<file path="src/rtl/frame_capture_pkg.sv">
// Shared state encoding and default sizes for the frame capture sink.
package frame_capture_pkg;

  typedef logic [1:0] state_t;

  localparam state_t IDLE  = 2'd0;
  localparam state_t CAPT  = 2'd1;
  localparam state_t DRAIN = 2'd2;
  localparam state_t HOLD  = 2'd3;

  localparam int DEF_DW      = 8;
  localparam int DEF_AW      = 5;
  localparam int DEF_REQ_LOW = 4;

endpackage

</file>
<file path="src/rtl/fc_ram.sv">
// Frame buffer: one synchronous write port, combinational read port.
module fc_ram
  import frame_capture_pkg::*;
#(
  parameter int DW = DEF_DW,
  parameter int AW = DEF_AW
) (
  input  logic          clk,
  input  logic          wen,
  input  logic [AW-1:0] waddr,
  input  logic [DW-1:0] wdata,
  input  logic [AW-1:0] raddr,
  output logic [DW-1:0] rdata
);

  logic [DW-1:0] mem_r [2**AW];

  // Contents are not reset; only the written bitmap in the parent says what is valid.
  always_ff @(posedge clk) begin
    if (wen) begin
      mem_r[waddr] <= wdata;
    end
  end

  assign rdata = mem_r[raddr];

endmodule

</file>
<file path="src/rtl/frame_capture.sv">
// Captures one write burst into a buffer, drains it in address order on a
// valid/ready stream, and gates the upstream burst request until the buffer is free.
module frame_capture
  import frame_capture_pkg::*;
#(
  parameter int DW      = DEF_DW,
  parameter int AW      = DEF_AW,
  parameter int REQ_LOW = DEF_REQ_LOW  // must be >= 3 for a 2-flop req synchronizer upstream
) (
  input  logic          clk,
  input  logic          rst,
  output logic          req,
  input  logic          csn,
  input  logic          we,
  input  logic [AW-1:0] addr,
  input  logic [DW-1:0] wdata,
  output logic          out_valid,
  input  logic          out_ready,
  output logic [DW-1:0] out_data,
  output logic          out_last,
  output logic          out_hole,
  output logic [AW:0]   frame_len,
  output logic          err
);

  localparam int DEPTH = 2**AW;
  localparam int CW    = $clog2(REQ_LOW) + 1;

  state_t          state_r;
  state_t          state_nx;
  logic [DEPTH-1:0] written_r;
  logic [AW-1:0]   hi_r;
  logic [AW:0]     rd_r;
  logic [CW-1:0]   hold_cnt_r;
  logic [DW-1:0]   rdata_s;
  logic            any_written_s;
  logic            acc_s;
  logic            hold_done_s;
  logic            load_s;
  logic            req_nx_s;

  assign any_written_s = |written_r;
  assign acc_s         = ((state_r == IDLE) || (state_r == CAPT)) && !csn && we;
  assign hold_done_s   = (hold_cnt_r == CW'(REQ_LOW - 1));

  fc_ram #(.DW(DW), .AW(AW)) u_ram (
    .clk   (clk),
    .wen   (acc_s),
    .waddr (addr),
    .wdata (wdata),
    .raddr (rd_r[AW-1:0]),
    .rdata (rdata_s)
  );

  always_ff @(posedge clk) begin
    if (rst) begin
      state_r <= IDLE;
    end else begin
      state_r <= state_nx;
    end
  end

  // An empty frame skips DRAIN entirely so req stays low for exactly REQ_LOW cycles.
  always_comb begin
    state_nx = state_r;
    case (state_r)
      IDLE: begin
        if (!csn) state_nx = CAPT;
        else      state_nx = IDLE;
      end
      CAPT: begin
        if (csn) begin
          if (any_written_s) state_nx = DRAIN;
          else               state_nx = HOLD;
        end else begin
          state_nx = CAPT;
        end
      end
      DRAIN: begin
        if (!any_written_s || (out_valid && out_ready && out_last)) state_nx = HOLD;
        else                                                        state_nx = DRAIN;
      end
      HOLD: begin
        if (hold_done_s) state_nx = IDLE;
        else             state_nx = HOLD;
      end
      default: state_nx = IDLE;
    endcase
  end

  always_comb begin
    req_nx_s = 1'b0;
    load_s   = 1'b0;
    if ((state_nx == IDLE) || (state_nx == CAPT)) req_nx_s = 1'b1;
    else                                          req_nx_s = 1'b0;
    if ((state_r == DRAIN) && any_written_s && (rd_r <= {1'b0, hi_r}) &&
        (!out_valid || out_ready)) begin
      load_s = 1'b1;
    end else begin
      load_s = 1'b0;
    end
  end

  always_ff @(posedge clk) begin
    if (rst) begin
      req        <= 1'b0;
      written_r  <= '0;
      hi_r       <= '0;
      rd_r       <= '0;
      hold_cnt_r <= '0;
      frame_len  <= '0;
      err        <= 1'b0;
      out_valid  <= 1'b0;
      out_data   <= '0;
      out_last   <= 1'b0;
      out_hole   <= 1'b0;
    end else begin
      req <= req_nx_s;

      if ((state_r == HOLD) && hold_done_s) begin
        written_r <= '0;
        hi_r      <= '0;
        rd_r      <= '0;
      end else begin
        if (acc_s) begin
          written_r[addr] <= 1'b1;
          if (addr > hi_r) hi_r <= addr;
        end
        if (load_s) rd_r <= rd_r + (AW+1)'(1);
      end

      if (state_r == HOLD) hold_cnt_r <= hold_cnt_r + CW'(1);
      else                 hold_cnt_r <= '0;

      if ((state_r == CAPT) && csn) begin
        frame_len <= any_written_s ? ({1'b0, hi_r} + (AW+1)'(1)) : '0;
      end

      if ((we && csn) || (!csn && ((state_r == DRAIN) || (state_r == HOLD)))) begin
        err <= 1'b1;
      end

      // Output register only advances when empty or the current beat is taken.
      if (load_s) begin
        out_valid <= 1'b1;
        out_data  <= rdata_s;
        out_hole  <= !written_r[rd_r[AW-1:0]];
        out_last  <= (rd_r == {1'b0, hi_r});
      end else if (out_valid && out_ready) begin
        out_valid <= 1'b0;
      end
    end
  end

endmodule

</file>
<file path="config.mk">
export PLATFORM = sky130hd
export DESIGN_NAME = frame_capture
export DESIGN_NICKNAME = d
export VERILOG_FILES = /design/src/rtl/frame_capture_pkg.sv /design/src/rtl/fc_ram.sv /design/src/rtl/frame_capture.sv
export SDC_FILE = /design/constraint.sdc
export NUM_CORES = 1
export LEC_CHECK = 0
export BUFFER_PORTS_ARGS = -buffer_cell sky130_fd_sc_hd__buf_4
export CORE_ASPECT_RATIO = 1.5
export CORE_MARGIN = 4
export CORE_UTILIZATION = 57
export CTS_BUF_LIST = sky130_fd_sc_hd__clkbuf_8
export DETAILED_ROUTE_END_ITERATION = 10
export HOLD_SLACK_MARGIN = 0.1
export PLACE_DENSITY_LB_ADDON = 0.12
export SLEW_MARGIN = 5
export SYNTH_ARGS = -nofsm -noshare
export SYNTH_HDL_FRONTEND = slang
export SYNTH_SLANG_ARGS = --single-unit
</file>
<file path="constraint.sdc">
create_clock -name clk -period 6.1 [get_ports clk]
set_clock_uncertainty 0.05 [all_clocks]
set_input_delay 0.61 -clock clk [delete_from_list [all_inputs] [get_ports clk]]
set_output_delay 0.61 -clock clk [all_outputs]
set_load 0.1 [all_outputs]
</file>
==> flow_summary.ini <==
[outcome]
status = finished, final reports clean

[cells_and_area]
fin_nets = 864
antenna_cells = 0
drive_above_1_share_pct = 18.6
synthToLayoutAreaGrowth_pct = 9.89

[sta]
slew_headroom_pct = 29.9
hold_viol_final = 0
hold_ws_ns = 0.288
final-setup-viol-count = 0
setup_tns_ns = 0
rsz0062_at_grt = false
finalCriticalPeriod_ns = 2.93
clock.fmax_mhz = 341
maxSlewViolCount = 0
worst_pin_slew_ns = 1.05
final.period_utilization_pct = 48.1

[grt]
busiest_layer = met2
grt_pass1_wl_um = 44600
met1_usage_pct = 30.1
grtUsageMet2_pct = 41.8
gr-usage-met3_pct = 4.15
grt_pass1_vias = 7394
antenna_found_initial = 0
grt_max_degree = 52
grt_usage_pct = 24.2
overflow = 0

[clock_tree]
root_buffer = clkbuf_8
cts_setup_buffers = 0
htreeDepth = 2
cts_tree = done
cts_buffers = 46
cts.sinks = 323
max-clock-path-buffers = 3
path_clk_slew_ns = 0.07
cts_resized = 0
hold_buffers = 0
clkLatencyLatePin_ns = 0.57

[die]
io_pins = 37
die_w_um = 130
initial_core_util_pct = 57.7
dieArea_mm2 = 0.0250
num_rows = 67
fp.dieH_um = 192
core_mm2 = 0.0222

[pwr]
powerDensity_mw_per_mm2 = 293
peakVddDrop_mv = 0.155
p_leak_uw = 0.00460

[logic_synthesis]
synthTopCellsByCount = edfxtp_1 (256), nor2_1 (133), dfxtp_1 (67)
synth_cells = 789
synth_edf_count = 256
ys_ff_latch = 323
async_reset_ff_share_pct = 0
synth.area.top_cells = edfxtp_1 (60%), dfxtp_1 (10%), mux4_2 (8.1%), nor2_1 (3.9%), mux2i_1 (3.7%)
synth_seq_area_share_pct = 70.4
synth_warnings = 0
syn-num-nets = 821
yosysTopAreaCell = edfxtp_1
synth_top_area_share_pct = 59.9
synth_cell_types = 49
avgSynthCellArea_um2 = 16.3
syn_area_mm2 = 0.0128
synth_most_common_cell = edfxtp_1
synthFlopType = edfxtp_1

[critical_path]
crit_path_start_kind = flop
cp_slowest_stage_delay_ns = 0.83
r2r_slack_ns = 3.17
crit_start = rd_r[0]$_SDFFE_PP0P_
cp_num_cells = 7
crit_buf_inv = 1
critical_path_class = flop to flop
endpoint_kind = flop
worstPathCellList = buf_4 -> mux4_1 -> a22o_1 -> a211oi_2 -> a21oi_1 -> mux2i_1 -> nor2_1
slowest_stage = dfxtp_4
critPathMaxFanout = 36
regToRegStartpoint = rd_r[0]$_SDFFE_PP0P_
reg2regPathDepth = 7
required_ns = 6.48
cp_data_arrival_time_ns = 3.32
crit_end = out_data[2]$_SDFFE_PP0P_
regToRegEndpoint = out_data[2]$_SDFFE_PP0P_
path_delay_family = flip-flops

[routing]
first_pass_iters = 5
via_per_inst = 6.31
final_antenna_net_count = 0
drc = 0
drtIter0Drc = 695
wire_per_inst_um = 25.8
drt-total-wl_um = 29400
vias = 7210

[job]
cap_violations = 0

[min_path]
worstHoldPathType = input pin to flop

[place]
io_buffers = 36
place_congestion = 0.852
dp_hpwl_um = 18700
==> metal layers <==
metal,share of wire (%),routed length (µm),vias up
met3,6.0,1760,68
met5,0,0,-
met1,37,11000,3655
met4,3.8,1120,0
li1,-,-,3172
met2,53,15600,315
==> power breakdown <==
group	total (µW)	switching (µW)	internal, µW
combinational	152	107	45.1
sequential	2400	13.9	2390
clock	1580	786	794
==> cell type report <==
class                   count  area (µm²)
clock buffers              53         729
inverters                  10        37.5
well taps                 276         345
multi-input cells         410        3510
repair buffers             41         308
fillers                  1634        8120
clock inverters            30         131
flip-flops and latches    323        9040
==> state kept, by name, indices dropped and copies added (netlist names) <==
| register | count |
|---|---|
| out_last | 1 |
| state_r | 2 |
| err | 1 |
| out_data | 8 |
| out_valid | 1 |
| frame_len | 6 |
| out_hole | 1 |
| hold_cnt_r | 3 |
| rd_r | 6 |
| req | 1 |
| written_r | 32 |
| hi_r | 5 |
| u_ram.mem_r | 256 |
==> worst min-delay path, stage by stage <==
cell and delay [ns]:
buf_4 0.10, a211oi_1 0.07, nor2_1 0.08
==> cell usage in the layout (no fill, tap or decap), types with 4 or more instances in the layout <==
master | netlist | layout
nor4_1 | 10 | 9
clkbuf_8 | 0 | 53
clkinv_1 | 0 | 6
edfxtp_1 | 256 | 256
mux2_2 | 4 | 4
inv_1 | 10 | 28
a22o_1 | 8 | 8
o22ai_1 | 9 | 9
nand3_1 | 8 | 8
nor3_1 | 4 | 4
dfxtp_1 | 67 | 65
o221ai_1 | 9 | 9
a21oi_1 | 16 | 16
buf_4 | 4 | 41
nor2b_1 | 6 | 6
a22oi_1 | 13 | 13
a31oi_1 | 4 | 4
ha_1 | 14 | 14
nand2_1 | 13 | 13
nor2_1 | 133 | 133
nand3b_1 | 5 | 5
mux4_2 | 46 | 46
a211oi_1 | 17 | 17
mux4_1 | 8 | 8
mux2i_1 | 48 | 48
==> through the flow <==
| stage | area, µm² | utilization, % | std cells | power, µW | setup WS [ns] |
|---|---|---|---|---|---|
| floorplan | 12800 | - | 789 | 2540 | 3.77 |
| global placement | 13200 | 59.6 | 1060 | 2590 | 3.13 |
| detailed placement | 13200 | 59.6 | 1060 | 2600 | 3.10 |
| CTS | 14100 | 63.4 | 1143 | 4170 | 3.10 |
| global route | 14100 | 63.4 | 1143 | 4280 | 2.89 |
| finish | 14100 | 63.4 | 1143 | 4130 | 3.17 |
==> how the worst min path moves through the flow <==
stage / from / cells past startpoint / to / slack (ns)
after detailed placement: hold_cnt_r[0]$_SDFF_PP0_ / 1 / hold_cnt_r[0]$_SDFF_PP0_ / 0.39
after floorplan: hold_cnt_r[0]$_SDFF_PP0_ / 1 / hold_cnt_r[0]$_SDFF_PP0_ / 0.36
after global routing: we / 3 / err$_SDFFE_PP0P_ / 0.30
after global placement: hold_cnt_r[0]$_SDFF_PP0_ / 1 / hold_cnt_r[0]$_SDFF_PP0_ / 0.37
after CTS: we / 3 / err$_SDFFE_PP0P_ / 0.27
final: we / 3 / err$_SDFFE_PP0P_ / 0.29
==> logic make-up (layout without fill, tap and decap cells) <==
group | after synthesis | count (layout) | share of synthesized area [%]
XOR/XNOR | 4 | 4 | 0.273
buffers and inverters | 56 | 134 | 2.31
AO/OA/AOI/OAI | 89 | 89 | 5.01
adder cells (fa/ha/maj) | 14 | 14 | 1.37
AND/OR/NAND/NOR | 197 | 197 | 6.83
multiplexers | 106 | 106 | 13.8
flip-flops | 323 | 323 | 70.4
Note: power is estimated with default switching activity, not from simulation.
